File: src/rtl/aurora_clk_pkg.sv
// Shared types and width helpers for the Aurora MMCM supervisor.
// Imported by the supervisor top and its interface users.
package aurora_clk_pkg;

  typedef enum logic [2:0] {
    WAIT_SRC  = 3'd0,
    HOLD_RST  = 3'd1,
    WAIT_LOCK = 3'd2,
    STABLE    = 3'd3,
    RUN       = 3'd4,
    FAULT     = 3'd5
  } sup_state_e;

  // Bits needed to hold values 0..n-1.
  function automatic int cw(input int n);
    return (n <= 2) ? 1 : $clog2(n);
  endfunction

  function automatic int max3(
    input int a,
    input int b,
    input int c
  );
    int m;
    m = (a > b) ? a : b;
    return (m > c) ? m : c;
  endfunction

endpackage

File: src/rtl/aurora_mmcm_supervisor_if.sv
// Control/status bundle between the clocking supervisor and its user.
// slave = supervisor side, master = system side.
interface aurora_mmcm_supervisor_if #(
  parameter int N_CLK  = 1,
  parameter int LOSS_W = 16
);

  logic [N_CLK-1:0]  CLK_LOCKED;
  logic              MMCM_LOCKED;
  logic              RETRY_REQ;
  logic              CLEAR_COUNTS;
  logic              TX_CLK_CLR;
  logic              MMCM_RESET;
  logic              CLK_READY;
  logic              FAULT;
  logic [2:0]        STATE;
  logic [7:0]        RETRY_COUNT;
  logic [LOSS_W-1:0] LOCK_LOSS_COUNT;

  modport master (
    output CLK_LOCKED,
    output MMCM_LOCKED,
    output RETRY_REQ,
    output CLEAR_COUNTS,
    input  TX_CLK_CLR,
    input  MMCM_RESET,
    input  CLK_READY,
    input  FAULT,
    input  STATE,
    input  RETRY_COUNT,
    input  LOCK_LOSS_COUNT
  );

  modport slave (
    input  CLK_LOCKED,
    input  MMCM_LOCKED,
    input  RETRY_REQ,
    input  CLEAR_COUNTS,
    output TX_CLK_CLR,
    output MMCM_RESET,
    output CLK_READY,
    output FAULT,
    output STATE,
    output RETRY_COUNT,
    output LOCK_LOSS_COUNT
  );

endinterface

File: src/rtl/aurora_lock_sync.sv
// N-bit two-flop synchroniser for asynchronous lock/ready inputs.
// Both stages carry ASYNC_REG so placement keeps them adjacent.
module aurora_lock_sync #(
  parameter int W = 1
) (
  input  logic         clk,
  input  logic         rst_n,
  input  logic [W-1:0] d,
  output logic [W-1:0] q
);

  (* ASYNC_REG = "TRUE" *) logic [W-1:0] s1_q;
  (* ASYNC_REG = "TRUE" *) logic [W-1:0] s2_q;

  always_ff @(posedge clk) begin
    if (!rst_n) begin
      s1_q <= '0;
      s2_q <= '0;
    end else begin
      s1_q <= d;
      s2_q <= s1_q;
    end
  end

  assign q = s2_q;

endmodule

File: src/rtl/aurora_mmcm_supervisor.sv
// Reset/lock sequencer for the Aurora clocking MMCM on INIT_CLK.
// One FSM, one shared down-counter for reset/timeout/stable windows.
module aurora_mmcm_supervisor
  import aurora_clk_pkg::*;
#(
  parameter int N_CLK         = 1,
  parameter int RST_CYCLES    = 128,
  parameter int LOCK_TIMEOUT  = 65536,
  parameter int STABLE_CYCLES = 1024,
  parameter int MAX_RETRIES   = 7,
  parameter int LOSS_W        = 16
) (
  input logic INIT_CLK,
  input logic INIT_RESET_N,
  aurora_mmcm_supervisor_if.slave sup
);

  localparam int CW = max3(
    cw(RST_CYCLES),
    cw(LOCK_TIMEOUT),
    cw(STABLE_CYCLES)
  );

  localparam int STB_N =
    (STABLE_CYCLES >= 2) ? STABLE_CYCLES - 2 : 0;

  localparam logic [CW-1:0] RST_LOAD = CW'(RST_CYCLES - 1);
  localparam logic [CW-1:0] TMO_LOAD = CW'(LOCK_TIMEOUT - 1);
  localparam logic [CW-1:0] STB_LOAD = CW'(STB_N);
  localparam logic [7:0]    MAX_ATT  = 8'(MAX_RETRIES);
  localparam logic [LOSS_W-1:0] LOSS_MAX = '1;

  logic [N_CLK-1:0] clk_lk_s;
  logic             mmcm_lk_s;
  logic             src_ok;
  logic             lk;

  aurora_lock_sync #(
    .W(N_CLK)
  ) u_src_sync (
    .clk  (INIT_CLK),
    .rst_n(INIT_RESET_N),
    .d    (sup.CLK_LOCKED),
    .q    (clk_lk_s)
  );

  aurora_lock_sync #(
    .W(1)
  ) u_lk_sync (
    .clk  (INIT_CLK),
    .rst_n(INIT_RESET_N),
    .d    (sup.MMCM_LOCKED),
    .q    (mmcm_lk_s)
  );

  assign src_ok = &clk_lk_s;
  assign lk     = mmcm_lk_s;

  sup_state_e        state_q, state_d;
  logic [CW-1:0]     cnt_q, cnt_d;
  logic [7:0]        att_q, att_d;
  logic [7:0]        rcnt_q, rcnt_d;
  logic [LOSS_W-1:0] loss_q, loss_d;
  logic              clr_q, clr_d;
  logic              rst_q, rst_d;
  logic              rdy_q, rdy_d;
  logic              flt_q, flt_d;

  logic       fail;
  logic       lost;
  logic       src_drop;
  logic       cnt_fail;
  logic [7:0] att_nx;

  always_comb begin
    state_d  = state_q;
    fail     = 1'b0;
    lost     = 1'b0;
    att_nx   = att_q + 8'd1;
    unique case (state_q)
      WAIT_SRC: begin
        if (src_ok) state_d = HOLD_RST;
      end
      HOLD_RST: begin
        if (cnt_q == '0) state_d = WAIT_LOCK;
      end
      WAIT_LOCK: begin
        if (lk) state_d = STABLE;
        else if (cnt_q == '0) fail = 1'b1;
      end
      STABLE: begin
        if (!lk) fail = 1'b1;
        else if (cnt_q == '0) state_d = RUN;
      end
      RUN: begin
        if (!lk) begin
          lost    = 1'b1;
          state_d = HOLD_RST;
        end
      end
      FAULT: begin
        if (sup.RETRY_REQ) state_d = WAIT_SRC;
      end
      default: state_d = WAIT_SRC;
    endcase

    if (fail) begin
      state_d = (att_nx == MAX_ATT) ? FAULT : HOLD_RST;
    end

    // Source loss overrides any lock outcome decided above.
    src_drop = !src_ok && (state_q != FAULT);
    if (src_drop) state_d = WAIT_SRC;
    cnt_fail = fail && !src_drop;
  end

  always_comb begin
    att_d = att_q;
    if (state_q == RUN) att_d = '0;
    if (cnt_fail) att_d = att_nx;
    if (state_q == FAULT && sup.RETRY_REQ) att_d = '0;

    rcnt_d = rcnt_q;
    if (sup.CLEAR_COUNTS) rcnt_d = '0;
    else if (cnt_fail && rcnt_q != 8'hff)
      rcnt_d = rcnt_q + 8'd1;

    loss_d = loss_q;
    if (sup.CLEAR_COUNTS) loss_d = '0;
    else if (lost && loss_q != LOSS_MAX)
      loss_d = loss_q + LOSS_W'(1);
  end

  always_comb begin
    cnt_d = (cnt_q == '0) ? '0 : cnt_q - 1'b1;
    if (state_d != state_q) begin
      unique case (1'b1)
        (state_d == HOLD_RST):  cnt_d = RST_LOAD;
        (state_d == WAIT_LOCK): cnt_d = TMO_LOAD;
        (state_d == STABLE):    cnt_d = STB_LOAD;
        default:                cnt_d = '0;
      endcase
    end

    clr_d = (state_d == WAIT_SRC) || (state_d == FAULT);
    rst_d = (state_d == WAIT_SRC) ||
            (state_d == HOLD_RST) ||
            (state_d == FAULT);
    // Ready only once RUN has held for a full cycle.
    rdy_d = (state_q == RUN) && (state_d == RUN);
    flt_d = (state_d == FAULT);
  end

  always_ff @(posedge INIT_CLK) begin
    if (!INIT_RESET_N) begin
      state_q <= WAIT_SRC;
      cnt_q   <= '0;
      att_q   <= '0;
      rcnt_q  <= '0;
      loss_q  <= '0;
      clr_q   <= 1'b1;
      rst_q   <= 1'b1;
      rdy_q   <= 1'b0;
      flt_q   <= 1'b0;
    end else begin
      state_q <= state_d;
      cnt_q   <= cnt_d;
      att_q   <= att_d;
      rcnt_q  <= rcnt_d;
      loss_q  <= loss_d;
      clr_q   <= clr_d;
      rst_q   <= rst_d;
      rdy_q   <= rdy_d;
      flt_q   <= flt_d;
    end
  end

  assign sup.TX_CLK_CLR      = clr_q;
  assign sup.MMCM_RESET      = rst_q;
  assign sup.CLK_READY       = rdy_q;
  assign sup.FAULT           = flt_q;
  assign sup.STATE           = state_q;
  assign sup.RETRY_COUNT     = rcnt_q;
  assign sup.LOCK_LOSS_COUNT = loss_q;

endmodule

File: src/flat_wrapper.sv
// flat-port wrapper written by rule: the top's interface ports become plain ports
module aurora_mmcm_supervisor_flat import aurora_clk_pkg::*;
#(
  parameter int N_CLK         = 1,
  parameter int RST_CYCLES    = 128,
  parameter int LOCK_TIMEOUT  = 65536,
  parameter int STABLE_CYCLES = 1024,
  parameter int MAX_RETRIES   = 7,
  parameter int LOSS_W        = 16
)
  (INIT_CLK, INIT_RESET_N, sup_CLK_LOCKED, sup_MMCM_LOCKED, sup_RETRY_REQ, sup_CLEAR_COUNTS, sup_TX_CLK_CLR, sup_MMCM_RESET, sup_CLK_READY, sup_FAULT, sup_STATE, sup_RETRY_COUNT, sup_LOCK_LOSS_COUNT);
  aurora_mmcm_supervisor_if #(.N_CLK(N_CLK), .LOSS_W(LOSS_W)) sup_i ();
  input logic INIT_CLK;
  input logic INIT_RESET_N;
  input wire logic [$bits(sup_i.CLK_LOCKED)-1:0] sup_CLK_LOCKED;
  input wire logic [$bits(sup_i.MMCM_LOCKED)-1:0] sup_MMCM_LOCKED;
  input wire logic [$bits(sup_i.RETRY_REQ)-1:0] sup_RETRY_REQ;
  input wire logic [$bits(sup_i.CLEAR_COUNTS)-1:0] sup_CLEAR_COUNTS;
  output wire logic [$bits(sup_i.TX_CLK_CLR)-1:0] sup_TX_CLK_CLR;
  output wire logic [$bits(sup_i.MMCM_RESET)-1:0] sup_MMCM_RESET;
  output wire logic [$bits(sup_i.CLK_READY)-1:0] sup_CLK_READY;
  output wire logic [$bits(sup_i.FAULT)-1:0] sup_FAULT;
  output wire logic [$bits(sup_i.STATE)-1:0] sup_STATE;
  output wire logic [$bits(sup_i.RETRY_COUNT)-1:0] sup_RETRY_COUNT;
  output wire logic [$bits(sup_i.LOCK_LOSS_COUNT)-1:0] sup_LOCK_LOSS_COUNT;
  assign sup_i.CLK_LOCKED = sup_CLK_LOCKED;
  assign sup_i.MMCM_LOCKED = sup_MMCM_LOCKED;
  assign sup_i.RETRY_REQ = sup_RETRY_REQ;
  assign sup_i.CLEAR_COUNTS = sup_CLEAR_COUNTS;
  assign sup_TX_CLK_CLR = sup_i.TX_CLK_CLR;
  assign sup_MMCM_RESET = sup_i.MMCM_RESET;
  assign sup_CLK_READY = sup_i.CLK_READY;
  assign sup_FAULT = sup_i.FAULT;
  assign sup_STATE = sup_i.STATE;
  assign sup_RETRY_COUNT = sup_i.RETRY_COUNT;
  assign sup_LOCK_LOSS_COUNT = sup_i.LOCK_LOSS_COUNT;
  aurora_mmcm_supervisor #(.N_CLK(N_CLK), .RST_CYCLES(RST_CYCLES), .LOCK_TIMEOUT(LOCK_TIMEOUT), .STABLE_CYCLES(STABLE_CYCLES), .MAX_RETRIES(MAX_RETRIES), .LOSS_W(LOSS_W)) u_core (.INIT_CLK(INIT_CLK), .INIT_RESET_N(INIT_RESET_N), .sup(sup_i));
endmodule
File: config.mk
export PLATFORM = sky130hd
export DESIGN_NAME = aurora_mmcm_supervisor_flat
export DESIGN_NICKNAME = d
export VERILOG_FILES = /design/src/rtl/aurora_clk_pkg.sv /design/src/rtl/aurora_mmcm_supervisor_if.sv /design/src/rtl/aurora_lock_sync.sv /design/src/rtl/aurora_mmcm_supervisor.sv /design/src/flat_wrapper.sv
export SDC_FILE = /design/constraint.sdc
export NUM_CORES = 1
export LEC_CHECK = 0
export CAP_MARGIN = 20
export CORE_AREA = 2 2 82 84
export CTS_BUF_LIST = sky130_fd_sc_hd__clkbuf_8
export DETAILED_ROUTE_END_ITERATION = 7
export DIE_AREA = 0 0 84 86
export HOLD_SLACK_MARGIN = 0.1
export PLACE_DENSITY = 0.71
export SKIP_CTS_REPAIR_TIMING = 1
export SLEW_MARGIN = 20
export SYNTH_ARGS = -nofsm -noshare
export SYNTH_HDL_FRONTEND = slang
export SYNTH_SLANG_ARGS = --single-unit
export TNS_END_PERCENT = 50
File: constraint.sdc
create_clock -name INIT_CLK -period 3.7 [get_ports INIT_CLK]
set_clock_uncertainty 0.2 [all_clocks]
set_input_delay 0.74 -clock INIT_CLK [delete_from_list [all_inputs] [get_ports INIT_CLK]]
set_output_delay 0.74 -clock INIT_CLK [all_outputs]
set_load 0.03 [all_outputs]
==> out/results.ini <==
[cts]
clk_latency_ns = 0.34
clkSlewWorstSetupHoldPaths_ns = 0.06
cts-root-buf = clkbuf_8
htree_levels = 3
clock-sinks = 59
clockBufferDepth = 2
cts_buffers = 9
cts_tree = yes

[placement]
place_congestion = 0.868
post_dp_cell_area_mm2 = 0.00346
dpl.hpwl_um = 4410
portBuffers = 36

[synthesis]
ys_types = 55
syn_nets = 368
synth_edf_count = 0
dominantRegCellSynth = dfxtp_1
ys_ff_latch = 59
async_reset_ff_share_pct = 0
yosysWarnings = 0
seq_area_frac_synth_pct = 38.7
syn_area_mm2 = 0.00305
syn-instance-count = 356
avgSynthCellArea_um2 = 8.57

[critical_path]
slowest_delay_ns = 0.50
path_class = flip-flop to flip-flop
worst-path-max-fanout = 15
worstPathCellList = inv_1 -> ha_1 -> nor3b_1 -> nand4_2 -> maj3_1 -> a211oi_1 -> nor3_1 -> o21ai_2 -> o21ai_0
endpoint_kind = flip-flop
cp.required_ns = 3.69
cp_slowest_cell = o21ai_2
crit_path_start_kind = flip-flop
cp.arrival_ns = 2.96

[die]
num_rows = 29
die_area_mm2 = 0.00722
die_width_um = 84
dieHeight_um = 86
io_pins = 37
coreArea_mm2 = 0.00628
initial_core_util_pct = 48.6

[job]
cap_violations = 0

[timing]
layout_min_cycle_time_ns = 2.97
worst_slew_pin_slew_ns = 0.910
final-setup-viol-count = 0
setup_tns_ns = 0
relSlewSlack_pct = 39.3
drv_slew = 0
fmax_mhz = 336
rsz0062_at_grt = no
hold_violations = 0
fin_crit_sh_pct = 80.3

[routing]
wirelength_um = 6200
wl_per_cell_um = 13.1
vias_per_cell = 5.46
drc_errors = 0
drtIter0Drc = 146
drtPass1Iterations = 4
ant_nets = 0
num_vias = 2594

[global_route]
grt_pass1_wl_um = 10900
gr-total-overflow = 0
antenna_found_initial = 0
grt_max_degree = 25
grt_usage_pct = 18.8
grt_pass1_vias = 2420

[finish]
syn2layout_area_growth_pct = 19.6
final_util_pct = 58.1
final_cell_area_mm2 = 0.00365
finalNetCount = 405
layout-drive-gt1-share_pct = 6.78
diodes = 0

[run_status]
status = complete, no violations

[power]
leakage_nw = 1.29
vdd_ir_drop_max_mv = 0.300
pwr_density_cell_mw_per_mm2 = 517

[min_path]
hold_path.class = flip-flop to flip-flop

power breakdown:
group | switching (mW) | leakage (nW) | total [mW] | internal [mW]
Combinational | 0.276 | 0.703 | 0.515 | 0.239
Sequential | 0.0988 | 0.479 | 0.819 | 0.720
Clock | 0.236 | 0.111 | 0.554 | 0.318
cells in the mapped netlist, types with 2 or more instances:
| library cell | instances | share of area [%] |
|---|---|---|
| inv_1 | 8 | 0.98 |
| nor4_2 | 3 | 1.2 |
| and3_1 | 4 | 0.82 |
| a41o_1 | 2 | 0.66 |
| nor2b_1 | 10 | 2.1 |
| nor3b_1 | 5 | 1.2 |
| a31oi_1 | 3 | 0.62 |
| ha_1 | 6 | 2.5 |
| clkbuf_1 | 9 | 1.1 |
| and2_1 | 7 | 1.4 |
| o21bai_1 | 2 | 0.49 |
| nor3_1 | 10 | 1.6 |
| o21ai_1 | 9 | 1.5 |
| dfxtp_1 | 59 | 39 |
| nand2b_1 | 9 | 1.8 |
| nor2_1 | 44 | 5.4 |
| and4_1 | 2 | 0.57 |
| o22ai_1 | 3 | 0.62 |
| nand2_1 | 23 | 2.8 |
| and3b_1 | 2 | 0.57 |
| xnor2_1 | 14 | 4.0 |
| o211ai_1 | 2 | 0.49 |
| nand4_1 | 5 | 1.0 |
| a21oi_1 | 15 | 2.5 |
| nand3_1 | 13 | 2.1 |
| nand3b_1 | 6 | 1.5 |
| mux2i_1 | 2 | 0.66 |
| a21o_1 | 3 | 0.74 |
| o21ai_0 | 22 | 3.6 |
| xor2_1 | 21 | 6.0 |
| a211oi_1 | 3 | 0.74 |
| buf_6 | 2 | 0.74 |
| or3_1 | 6 | 1.2 |
critical path, delay by kind of cell (launching register included):
family / cells / cell delay, ns
compound gates: 3 / 0.88
simple gates: 3 / 0.73
fa+ha+maj: 2 / 0.61
flops: 1 / 0.32
buf+inv: 1 / 0.08
registers in the layout, summed over array words and instances, names as in the netlist:
register and count:
u_core.att_q 8, u_core.cnt_q 16, u_core.sup.CLK_READY 1, u_core.sup.FAULT 1, u_core.sup.LOCK_LOSS_COUNT 16, u_core.sup.MMCM_RESET 1
u_core.sup.RETRY_COUNT 8, u_core.sup.STATE 3, u_core.sup.TX_CLK_CLR 1, u_core.u_lk_sync.q 1, u_core.u_lk_sync.s1_q 1, u_core.u_src_sync.q 1
u_core.u_src_sync.s1_q 1
metal layers:
| layer | track usage, % | vias to the layer above | wire length [µm] | part of all wire, % |
|---|---|---|---|---|
| li1 | - | 1324 | - | - |
| met2 | 29.2 | 58 | 2770 | 45 |
| met3 | 4.62 | 12 | 264 | 4.3 |
| met5 | 0 | - | 0 | 0 |
| met4 | 10.6 | 0 | 159 | 2.6 |
| met1 | 24.1 | 1200 | 3010 | 49 |
cell families (layout without fill, tap and decap cells):
logic type / Yosys count / after routing / share of synthesized area, %
DFF: 59 / 59 / 38.7
AOI/OAI and AO/OA: 74 / 74 / 15.2
xor gates and xnor gates: 35 / 35 / 10.1
muxes: 2 / 2 / 0.657
buffers and inverters: 20 / 62 / 3.00
and+or+nand+nor: 159 / 159 / 29.5
adders and majority gates: 7 / 7 / 2.79
final timing paths:
path	startpoint	end	slack, ns	cells after the start
setup / recovery	u_core.cnt_q[0]$_SDFF_PN0_	u_core.cnt_q[7]$_SDFF_PN0_	0.73	9
hold / removal	u_core.u_src_sync.s1_q$_SDFF_PN0_	u_core.u_src_sync.q$_SDFF_PN0_	0.23	1
setup reg to reg	u_core.cnt_q[0]$_SDFF_PN0_	u_core.cnt_q[7]$_SDFF_PN0_	0.73	9
hold reg to reg	u_core.u_src_sync.s1_q$_SDFF_PN0_	u_core.u_src_sync.q$_SDFF_PN0_	0.23	1
layout make-up:
type / instances / area, µm²
timing repair buffer: 38 / 375
multi-input combinational: 277 / 1780
sequential: 59 / 1180
tap: 77 / 96.3
fill: 590 / 2630
clock buffer: 10 / 138
inverter: 8 / 30.0
clock inverter: 6 / 50.0
cells in the final DEF, fill, tap and decap left out, drive strengths merged, types with 3 or more instances in the layout:
cell type,netlist,routed
inv,8,12
nor3b,5,5
clkbuf,9,10
and3,4,4
nand2,23,23
xnor2,14,14
nor4,5,5
xor2,21,21
a31oi,3,3
nand3b,6,6
nand3,13,13
nand4,7,7
and2,7,7
or3,6,6
a211oi,3,3
nor2,45,45
nor3,11,11
o21ai,32,32
a21o,3,3
nand2b,9,9
o22ai,3,3
nor2b,10,10
dfxtp,59,59
clkdlybuf4s50,0,36
ha,6,6
a21oi,15,15
through the flow:
stage | instances | setup slack [ns] | hold WS, ns | total power [mW]
after CTS | 475 | 0.731 | 0.240 | 1.91
final | 475 | 0.728 | 0.234 | 1.89
after floorplan | 356 | 1.20 | 0.212 | 1.25
after detailed placement | 459 | 0.571 | 0.226 | 1.34
after global placement | 459 | 0.644 | 0.215 | 1.33
after global routing | 475 | 0.406 | 0.251 | 2.02
No activity file was read; power rests on OpenSTA's default activity.
